===== config.mk =====
export PLATFORM = sky130hd
export DESIGN_NAME = handshake_constant_match
export DESIGN_NICKNAME = d
export VERILOG_FILES = /design/src/rtl/handshake_constant_match.sv
export SDC_FILE = /design/constraint.sdc
export NUM_CORES = 1
export LEC_CHECK = 0
export BUFFER_PORTS_ARGS = -buffer_cell sky130_fd_sc_hd__buf_2
export CORE_MARGIN = 2
export CORE_UTILIZATION = 35
export CTS_CLUSTER_SIZE = 20
export DETAILED_ROUTE_END_ITERATION = 16
export PLACE_DENSITY = 0.6
export SETUP_SLACK_MARGIN = 0.5
export SLEW_MARGIN = 25
export SYNTH_ARGS = -nofsm -noshare
export SYNTH_HDL_FRONTEND = slang
export SYNTH_SLANG_ARGS = --single-unit

===== constraint.sdc =====
create_clock -name clk -period 2.43 [get_ports clk]
set_input_delay 0.1215 -clock clk [delete_from_list [all_inputs] [get_ports clk]]
set_output_delay 0.1215 -clock clk [all_outputs]
set_load 0.02 [all_outputs]

===== src/rtl/handshake_constant_match.sv =====
// Checks each accepted token against a fixed constant and emits a 1-bit match result through a 2-entry FIFO.
// Optional define HANDSHAKE_CONSTANT_MATCH_CAPTURE_EN adds err_data, which holds the first mismatching token.
module handshake_constant_match #(
  parameter int unsigned                 DATA_WIDTH  = 37,
  parameter logic [DATA_WIDTH-1:0]       CONST_VALUE = DATA_WIDTH'(37'h0DC2E0480B),
  parameter int unsigned                 CNT_WIDTH   = 16
) (
  input  logic                  clk,
  input  logic                  rst,
  input  logic [DATA_WIDTH-1:0] ins,
  input  logic                  ins_valid,
  output logic                  ins_ready,
  output logic                  outs,
  output logic                  outs_valid,
  input  logic                  outs_ready,
  output logic [CNT_WIDTH-1:0]  match_count,
  output logic [CNT_WIDTH-1:0]  mismatch_count,
  output logic                  err,
`ifdef HANDSHAKE_CONSTANT_MATCH_CAPTURE_EN
  output logic [DATA_WIDTH-1:0] err_data,
`endif
  input  logic                  clr
);

  localparam int unsigned PTR_WIDTH   = 1;
  localparam int unsigned COUNT_WIDTH = 2;
  localparam logic [COUNT_WIDTH-1:0] FULL = COUNT_WIDTH'(2);

  logic [1:0]             mem_q, mem_d;
  logic [PTR_WIDTH-1:0]   wr_ptr_q, wr_ptr_d;
  logic [PTR_WIDTH-1:0]   rd_ptr_q, rd_ptr_d;
  logic [COUNT_WIDTH-1:0] count_q, count_d;
  logic                   push, pop, match_c;

  // A pop frees a slot in the same cycle, so a full FIFO can still accept.
  assign pop       = outs_valid & outs_ready;
  assign ins_ready = (count_q != FULL) | pop;
  assign push      = ins_valid & ins_ready;
  assign match_c   = (ins == CONST_VALUE);

  // FIFO next state
  always_comb begin
    mem_d    = mem_q;
    wr_ptr_d = wr_ptr_q;
    rd_ptr_d = rd_ptr_q;
    count_d  = count_q;
    if (push) begin
      mem_d[wr_ptr_q] = match_c;
      wr_ptr_d        = ~wr_ptr_q;
    end
    if (pop) begin
      rd_ptr_d = ~rd_ptr_q;
    end
    case ({push, pop})
      2'b10:   count_d = count_q + COUNT_WIDTH'(1);
      2'b01:   count_d = count_q - COUNT_WIDTH'(1);
      default: count_d = count_q;
    endcase
  end

  // outs/outs_valid are registered copies of the post-update FIFO head.
  always_ff @(posedge clk or negedge rst) begin
    if (!rst) begin
      mem_q      <= '0;
      wr_ptr_q   <= '0;
      rd_ptr_q   <= '0;
      count_q    <= '0;
      outs       <= 1'b0;
      outs_valid <= 1'b0;
    end else begin
      mem_q      <= mem_d;
      wr_ptr_q   <= wr_ptr_d;
      rd_ptr_q   <= rd_ptr_d;
      count_q    <= count_d;
      outs       <= mem_d[rd_ptr_d];
      outs_valid <= (count_d != '0);
    end
  end

  // Saturating event counters and sticky error; clr takes priority.
  always_ff @(posedge clk or negedge rst) begin
    if (!rst) begin
      match_count    <= '0;
      mismatch_count <= '0;
      err            <= 1'b0;
    end else if (clr) begin
      match_count    <= '0;
      mismatch_count <= '0;
      err            <= 1'b0;
    end else if (push) begin
      if (match_c) begin
        if (!(&match_count)) begin
          match_count <= match_count + CNT_WIDTH'(1);
        end
      end else begin
        if (!(&mismatch_count)) begin
          mismatch_count <= mismatch_count + CNT_WIDTH'(1);
        end
        err <= 1'b1;
      end
    end
  end

`ifdef HANDSHAKE_CONSTANT_MATCH_CAPTURE_EN
  // Only the first mismatch since reset/clr is captured (err still low).
  always_ff @(posedge clk or negedge rst) begin
    if (!rst) begin
      err_data <= '0;
    end else if (clr) begin
      err_data <= '0;
    end else if (push && !match_c && !err) begin
      err_data <= ins;
    end
  end
`endif

endmodule


==> flow_metrics.env, run 1 <==
export IMPL_clkLatencyLatePin_ns=0.29
export IMPL_critPathLaunch="match_count[0]"
export IMPL_clkTransAtPathRegs_ns=0.08
export IMPL_async_flop_share=1.00
export IMPL_end_kind="flop"
export IMPL_synthToLayoutAreaGrowth_pct=34.1
export IMPL_ir_drop_uv=301
export IMPL_crit_buf_inv=1
export IMPL_grt_max_degree=42
export IMPL_chipWidth_um=87.9
export IMPL_multi_input_area_sq_um=1500
export IMPL_worst_path_max_delay_cell="or4_4"
export IMPL_nNetsFinal=410
export IMPL_crit_chain="ha_4 > nand4_1 > nor4_4 > or4_4 > buf_6 > or3_1 > a21oi_1"
export IMPL_cp_start_kind="flop"
export IMPL_critPathArrivalTime_ns=2.23
export IMPL_clock_path_buffers=2
export IMPL_antenna_left=0
export IMPL_track_usage=0.179
export IMPL_outcome="completed"
export IMPL_final_layout_size_suffix_gt1_frac=0.393
export IMPL_io_buffer_count=77
export IMPL_antenna_found_initial=0
export IMPL_dp_hpwl_mm=4.78
export IMPL_setup_viol=0
export IMPL_synth_warnings=0
export IMPL_coreArea_sq_um=6790
export IMPL_diodes=0
export IMPL_via_per_inst=5.52
export IMPL_clock_sinks=41
export IMPL_tightest_slew_ns=0.754
export IMPL_seqCellArea_sq_um=1040
export IMPL_initialDrtViolationCount=108
export IMPL_rsz0062_at_grt="yes"
export IMPL_synth_ff_type="dfrtp_1"
export IMPL_die_h_um=87.9
export IMPL_hold_path_startpoint="outs_ready"
export IMPL_synth_edf_count=0
export IMPL_cts_root_buf="clkbuf_8"
export IMPL_dieArea_sq_um=7720
export IMPL_fmax_mhz=496
export IMPL_avgSynthCellArea_sq_um=8.95
export IMPL_row_count=30
export IMPL_vias=2549
export IMPL_ys_ff_latch=41
export IMPL_synthesis_nets=320
export IMPL_setup_tns_ns=0
export IMPL_fin_crit_ns=2.02
export IMPL_min_path_type="in -> reg"
export IMPL_grt_overflow_total=0
export IMPL_ios=78
export IMPL_drcViolationCount=0
export IMPL_critical_path_class="reg -> reg"
export IMPL_r2r_start="match_count[0]"
export IMPL_maxSlewViolCount=0
export IMPL_syn_cell_area_sq_um=2460
export IMPL_post_route_period_util=0.830
export IMPL_cellPowerDensity_nw_per_um2=507
export IMPL_layout_setup_ws_ns=0.413
export IMPL_htreeDepth=2
export IMPL_drt_pass1_iter_count=4
export IMPL_hold_viol=0
export IMPL_grt_pass1_wl_mm=11.1
export IMPL_maxCapViolations=0
export IMPL_fin_skew_ns=0.00399
export IMPL_wirelength_mm=6.89
export IMPL_crit_fanout=8
export IMPL_relSlewSlack=0.497
export IMPL_yosysSeqAreaShare=0.417
export IMPL_critPathRequiredTime_ns=2.64
export IMPL_gp_congestion=0.805
export IMPL_initial_utilization=0.362
export IMPL_wl_per_cell_um=14.9
export IMPL_p_leak_nw=1.39
export IMPL_post_place_ws_ns=0.193
export IMPL_ys_types=42
export IMPL_cts_tree="yes"
export IMPL_numCtsBuffers=5
export IMPL_cpPeakStageDelay_ns=0.52
export IMPL_fill_cells=689
export IMPL_postSynthCellCount=275
export IMPL_grt_pass1_vias=2369
export IMPL_crit_family="simple AND/OR/NAND/NOR gates"
-- cells in the final DEF, fill, tap and decap left out, drive strengths merged, types with 4 or more instances in the layout --
cell    instances
buf            95
a21oi          29
o21ai          10
nor4b           7
nand3          12
nor4            7
inv             5
mux2            5
or3             7
dfrtp          41
nand2          27
or4            20
nand4          11
o31ai          17
nor2           18
xnor2           4
and4b           4
and3            5
clkbuf          6
nor2b           5
-- flip-flops by register name (all words and copies together), names as in the netlist --
signal and flops:
count_q 2, err 1, match_count 16, mem_q 2, mismatch_count 16, outs 1, outs_valid 1, rd_ptr_q 1
wr_ptr_q 1
-- logic make-up after synthesis --
family	Yosys count	synth area share
AO/OA/AOI/OAI	63	0.154
multiplexers	5	0.0229
buffers and inverters	18	0.0310
AND/OR/NAND/NOR	140	0.342
XOR/XNOR	5	0.0178
adder cells (fa/ha/maj)	3	0.0152
flip-flops	41	0.417
-- Yosys cell counts (6+ instances only) --
cell type | number | share of area
a21oi_1 | 29 | 0.059
clkbuf_1 | 11 | 0.017
dfrtp_1 | 41 | 0.42
nand2_1 | 27 | 0.041
nand3_1 | 12 | 0.024
nand4_1 | 11 | 0.028
nor2_1 | 18 | 0.027
nor4_1 | 7 | 0.018
nor4b_1 | 6 | 0.021
o21ai_0 | 9 | 0.018
o31ai_1 | 17 | 0.052
or3_1 | 7 | 0.018
or4_1 | 19 | 0.058
-- layer usage --
layer / vias up / global-route usage / part of all wire
met5: - / 0 / 0
met4: 0 / 0.0476 / 0.0080
met3: 7 / 0.0349 / 0.039
met2: 55 / 0.287 / 0.49
met1: 1244 / 0.247 / 0.46
li1: 1243 / - / -
-- worst reg2reg max path, stage by stage, from the launching register on --
cell and delay (ns):
dfrtp_2 0.44, ha_4 0.17, nand4_1 0.14, nor4_4 0.06
or4_4 0.52, buf_6 0.16, or3_1 0.31, a21oi_1 0.14
-- timing repair --
item                       in CTS  in global routing
hold endpoints to repair        0                 41
pin swaps                      14                  7
setup endpoints to repair      19                 22
setup buffers                   6                  7
gates resized for setup         9                 16
hold buffers                    0                  1
-- final cells by class --
class,count,share of cell area
Clock buffer,6,0.0220
Clock inverter,2,0.00303
Inverter,5,0.00568
Multi-Input combinational cell,216,0.453
Sequential cell,41,0.315
Tap cell,96,0.0364
Timing Repair Buffer,96,0.165
-- worst paths after layout --
path                              endpoint  slack [ns]  cells past startpoint
setup / recovery            match_count[3]        0.41                      7
hold / removal                    rd_ptr_q        0.24                      3
setup reg to reg            match_count[3]        0.41                      7
hold reg to reg                 count_q[1]        0.49                      1
max in group asynchronous   match_count[0]        1.67                      2
min in group asynchronous  match_count[11]        0.35                      2
-- power by group --
part | internal (mW) | switching, mW | total [mW]
sequential | 0.744 | 0.0497 | 0.793
combinational | 0.197 | 0.243 | 0.440
clock | 0.199 | 0.242 | 0.441
-- stage by stage --
stage | area (sq um) | util | hold slack, ns | power [mW] | instances
after floorplan | 2540 | - | -0.174 | 1.09 | 275
after global placement | 3010 | 0.442 | 0.330 | 1.21 | 440
after detailed placement | 3010 | 0.442 | 0.334 | 1.21 | 440
after CTS | 3180 | 0.468 | 0.00637 | 1.66 | 454
after global routing | 3300 | 0.486 | 0.279 | 1.77 | 462
final | 3300 | 0.486 | 0.243 | 1.67 | 462
Power figures use the tool's default switching activity.
==> run 2: changes to the inputs <==
==> constraint.sdc (replaced) <==
create_clock -name clk -period 1.9 [get_ports clk]
set_input_delay 0.095 -clock clk [delete_from_list [all_inputs] [get_ports clk]]
set_output_delay 0.095 -clock clk [all_outputs]
set_load 0.02 [all_outputs]
==> flow_metrics.env, run 2 (same netlist as run 1, synthesis figures left out) <==
export IMPL_nNetsFinal=482
export IMPL_min_path_type="in -> reg"
export IMPL_fin_crit_ns=2.05
export IMPL_gp_congestion=0.803
export IMPL_setup_viol=5
export IMPL_fin_skew_ns=0.0105
export IMPL_drcViolationCount=0
export IMPL_outcome="finished with violations"
export IMPL_clkLatencyLatePin_ns=0.31
export IMPL_reg2regPathDepth=6
export IMPL_regToRegSetupSlack_ns=-0.15
export IMPL_post_place_ws_ns=-0.298
export IMPL_ir_drop_uv=697
export IMPL_grt_max_degree=42
export IMPL_p_sw_frac=0.339
export IMPL_top_regs="match_count (16), mismatch_count (16)"
export IMPL_r2r_end="match_count[7]"
export IMPL_initial_utilization=0.362
export IMPL_grt_pass1_vias=2932
export IMPL_maxSlewViolCount=0
export IMPL_wl_per_cell_um=17.0
export IMPL_relSlewSlack=0.559
export IMPL_numCtsBuffers=5
export IMPL_diodes=0
export IMPL_hold_path_startpoint="clr"
export IMPL_chipWidth_um=87.9
export IMPL_finalInstanceArea_sq_um=4320
export IMPL_post_route_period_util=1.08
export IMPL_vias=2970
export IMPL_end_kind="flop"
export IMPL_multi_input_area_sq_um=1850
export IMPL_cts_root_buf="clkbuf_8"
export IMPL_dp_hpwl_mm=5.32
export IMPL_fmax_mhz=488
export IMPL_p_leak_nw=1.86
export IMPL_p_seq_frac=0.378
export IMPL_synthToLayoutAreaGrowth_pct=75.6
export IMPL_place_area_sq_um=3460
export IMPL_grt_overflow_total=0
export IMPL_clkTransAtPathRegs_ns=0.08
export IMPL_initialDrtViolationCount=145
export IMPL_hold_viol=0
export IMPL_crit_fanout=3
export IMPL_die_h_um=87.9
export IMPL_wirelength_mm=9.07
export IMPL_cp_start_kind="flop"
export IMPL_clock_path_buffers=2
export IMPL_seqCellArea_sq_um=1040
export IMPL_power_frac_comb=0.409
export IMPL_power_switching_mw=0.933
export IMPL_ios=78
export IMPL_maxCapViolations=0
export IMPL_layout_commonest_cell="buf_2"
export IMPL_rsz0062_at_grt="yes"
export IMPL_clock_sinks=41
export IMPL_via_per_inst=5.56
export IMPL_layout_setup_ws_ns=-0.150
export IMPL_holdPathEnd="mismatch_count[3]"
export IMPL_pwr_share_clk=0.212
export IMPL_dieArea_sq_um=7720
export IMPL_htreeDepth=2
export IMPL_track_usage=0.230
export IMPL_layout_common_cells="74 x buf_2, 59 x buf_4, 28 x buf_6"
export IMPL_fill_cells=556
export IMPL_io_buffer_count=77
export IMPL_drt_pass1_iter_count=4
export IMPL_antenna_found_initial=0
export IMPL_critical_path_class="reg -> reg"
export IMPL_finalCoreUtilization=0.636
export IMPL_cts_tree="yes"
export IMPL_critPathRequiredTime_ns=2.10
export IMPL_setup_tns_ns=-0.652
export IMPL_holdPathStages=2
export IMPL_row_count=30
export IMPL_tightest_slew_ns=0.662
export IMPL_antenna_left=0
export IMPL_grt_pass1_wl_mm=14.0
export IMPL_cellPowerDensity_nw_per_um2=637
export IMPL_r2r_start="match_count[0]"
export IMPL_critPathArrivalTime_ns=2.25
export IMPL_coreArea_sq_um=6790
export IMPL_final_layout_size_suffix_gt1_frac=0.605
export IMPL_p_int_mw=1.82
export IMPL_violations="setup timing"
-- run 2: cell types whose count changed in the layout (fill, tap and decap cells not counted), sizes merged --
cell    before  now
clkinv       2    1
or4         20   21
buf         95  165
o21a         1    2
inv          5    4
clkbuf       6    8
-- run 2: stage by stage --
| step | total power, mW | instances | hold slack, ns |
|---|---|---|---|
| 6_report | 2.75 | 534 | 0.329 |
| 2_1_floorplan | 1.49 | 275 | -0.201 |
| 3_5_place_dp | 1.72 | 483 | 0.214 |
| 5_1_grt | 2.88 | 534 | 0.368 |
| 4_1_cts | 2.57 | 522 | 0.314 |
| 3_3_place_gp | 1.71 | 483 | 0.206 |
-- run 2: how the worst max path moves through the flow --
stage               cells after the start           start        endpoint
CTS                                     6  match_count[0]  match_count[7]
global placement                        6          ins[4]  match_count[7]
finish                                  6  match_count[0]  match_count[7]
global route                            6  match_count[0]  match_count[7]
floorplan                               6  match_count[1]  match_count[7]
detailed placement                      6          ins[4]  match_count[7]
-- run 2: power by group through the flow --
| stage | Sequential [mW] | Clock, mW | Combinational [mW] |
|---|---|---|---|
| finish | 1.04 | 0.585 | 1.13 |
| global route | 1.05 | 0.623 | 1.21 |
| CTS | 1.02 | 0.594 | 0.959 |
| floorplan | 1.07 | 0 | 0.419 |
| global placement | 1.03 | 0 | 0.681 |
| detailed placement | 1.03 | 0 | 0.689 |
-- run 2: cell type report --
| type | count | area share |
|---|---|---|
| multi-input combinational | 218 | 0.427 |
| sequential | 41 | 0.241 |
| clock buffer | 8 | 0.0185 |
| inverter | 5 | 0.00550 |
| tap | 96 | 0.0278 |
| timing repair buffer | 166 | 0.280 |
-- run 2: layer usage --
layer,global-route usage,share of wire
met5,0,0
met4,0.0839,0.027
met3,0.0386,0.038
met2,0.396,0.50
met1,0.291,0.43
-- run 2: what timing repair did --
item | in CTS | in global routing
hold buffers | 1 | 0
pin swaps | 33 | 27
setup buffers | 28 | 12
cloned | 2 | 0
hold endpoints to repair | 41 | 0
setup endpoints to repair | 39 | 40
resized for setup | 61 | 38
-- run 2: worst max-delay path, stage by stage, from the launching register on --
cell     delay, ns
dfrtp_2       0.43
ha_4          0.16
nand4_1       0.10
nor4_2        0.09
or4_4         0.53
nor4_4        0.32
mux2_4        0.32
==> run 3: changes to the inputs <==
==> constraint.sdc (replaced) <==
create_clock -name clk -period 2 [get_ports clk]
set_input_delay 0.1 -clock clk [delete_from_list [all_inputs] [get_ports clk]]
set_output_delay 0.1 -clock clk [all_outputs]
set_load 0.02 [all_outputs]
==> flow_metrics.env, run 3 (same netlist as run 1, synthesis figures left out) <==
export IMPL_outcome="finished with violations"
export IMPL_violations="setup timing"
export IMPL_r2r_start="match_count[0]"
export IMPL_top_regs="match_count (16), mismatch_count (16)"
export IMPL_layout_common_cells="74 x buf_2, 56 x buf_4, 27 x dfrtp_1"
export IMPL_critPathLaunch="match_count[0]"
export IMPL_nNetsFinal=464
export IMPL_initialDrtViolationCount=154
export IMPL_ir_drop_uv=619
export IMPL_die_h_um=87.9
export IMPL_io_buffer_count=77
export IMPL_grt_max_degree=42
export IMPL_hold_viol=0
export IMPL_fin_crit_ns=2.01
export IMPL_maxCapViolations=0
export IMPL_holdWs_ns=0.260
export IMPL_cpPeakStageDelay_ns=0.52
export IMPL_vias=2801
export IMPL_p_int_mw=1.62
export IMPL_gp_congestion=0.792
export IMPL_setup_tns_ns=-0.00975
export IMPL_holdPathStages=4
export IMPL_track_usage=0.217
export IMPL_layout_commonest_cell="buf_2"
export IMPL_dp_hpwl_mm=5.14
export IMPL_finalInstanceArea_sq_um=4130
export IMPL_worst_path_max_delay_cell="or4_4"
export IMPL_power_mw=2.36
export IMPL_pwr_share_clk=0.242
export IMPL_numCtsBuffers=5
export IMPL_setup_viol=1
export IMPL_wl_per_cell_um=15.3
export IMPL_tightest_slew_ns=0.665
export IMPL_cts_tree="yes"
export IMPL_rsz0062_at_grt="yes"
export IMPL_holdPathEnd="rd_ptr_q"
export IMPL_min_path_type="in -> reg"
export IMPL_row_count=30
export IMPL_clock_path_buffers=2
export IMPL_final_layout_size_suffix_gt1_frac=0.560
export IMPL_power_switching_mw=0.745
export IMPL_chipWidth_um=87.9
export IMPL_initial_utilization=0.362
export IMPL_drcViolationCount=0
export IMPL_crit_buf_inv=1
export IMPL_critPathRequiredTime_ns=2.22
export IMPL_fin_skew_ns=0.0133
export IMPL_fmax_mhz=498
export IMPL_antenna_found_initial=0
export IMPL_crit_chain="ha_4 > nand4_1 > nor4_2 > or4_4 > buf_6 > or3_4 > a21oi_2"
export IMPL_via_per_inst=5.43
export IMPL_ios=78
export IMPL_critPathArrivalTime_ns=2.23
export IMPL_grt_pass1_wl_mm=13.4
export IMPL_crit_fanout=8
export IMPL_grt_pass1_vias=2880
export IMPL_wirelength_mm=7.90
export IMPL_p_sw_frac=0.315
export IMPL_end_kind="flop"
export IMPL_synthToLayoutAreaGrowth_pct=67.6
export IMPL_p_seq_frac=0.409
export IMPL_cp_start_kind="flop"
export IMPL_critical_path_class="reg -> reg"
export IMPL_p_leak_nw=1.77
export IMPL_drt_pass1_iter_count=4
export IMPL_antenna_left=0
export IMPL_power_frac_comb=0.349
export IMPL_clkTransAtPathRegs_ns=0.09
export IMPL_crit_family="simple AND/OR/NAND/NOR gates"
export IMPL_cellPowerDensity_nw_per_um2=573
export IMPL_diodes=0
export IMPL_relSlewSlack=0.556
export IMPL_clock_sinks=41
export IMPL_htreeDepth=2
export IMPL_clkLatencyLatePin_ns=0.29
export IMPL_fill_cells=583
export IMPL_coreArea_sq_um=6790
export IMPL_post_route_period_util=1.00
export IMPL_maxSlewViolCount=0
export IMPL_dieArea_sq_um=7720
export IMPL_grt_overflow_total=0
export IMPL_layout_setup_ws_ns=-0.00975
export IMPL_cts_root_buf="clkbuf_8"
export IMPL_reg2regPathDepth=7
export IMPL_r2r_end="match_count[15]"
export IMPL_place_area_sq_um=3370
export IMPL_regToRegSetupSlack_ns=-0.01
export IMPL_hold_path_startpoint="outs_ready"
[run 3: layout make-up]
class	count	area, sq um	area share
inverter	5	23.8	0.00576
clock buffer	8	90.1	0.0218
tap	96	120	0.0291
timing repair buffer	149	1050	0.253
multi-input combinational	217	1800	0.437
sequential	41	1040	0.253
[run 3: worst max path at each step]
stage,end,cells after the start
floorplan,match_count[7],6
global placement,match_count[7],6
detailed placement,match_count[7],6
CTS,match_count[13],7
global route,match_count[15],7
finish,match_count[15],7
[run 3: worst min-delay path: stages]
cell and delay [ns]:
buf_2 0.10, nand2_2 0.06, buf_4 0.12, xnor2_2 0.10
[run 3: power by group through the flow]
stage	clock network [mW]	logic, mW	registers, mW
detailed placement	0	0.639	0.980
global placement	0	0.630	0.975
finish	0.572	0.826	0.966
global route	0.610	0.906	0.978
CTS	0.585	0.808	0.962
floorplan	0	0.398	1.01
[run 3: what timing repair did]
| action | 4_1_cts | 5_1_grt |
|---|---|---|
| resized for setup | 39 | 33 |
| pin swaps | 30 | 20 |
| cloned | 2 | 0 |
| setup buffers | 29 | 6 |
| hold buffers | 1 | 0 |
| setup endpoints to repair | 36 | 38 |
| endpoints found under the hold margin | 41 | 0 |
[run 3: through the flow]
stage,utilization,worst slack (ns),instances
after floorplan,-,-0.0353,275
after global placement,0.497,-0.0993,470
after detailed placement,0.497,-0.209,470
after CTS,0.578,-0.0532,510
after global routing,0.607,-0.0721,516
final,0.607,-0.00975,516
[run 3: per-layer routing]
| layer | part of all wire | global-route usage |
|---|---|---|
| met5 | 0 | 0 |
| met4 | 0.016 | 0.0615 |
| met3 | 0.041 | 0.0405 |
| met2 | 0.51 | 0.370 |
| met1 | 0.44 | 0.281 |
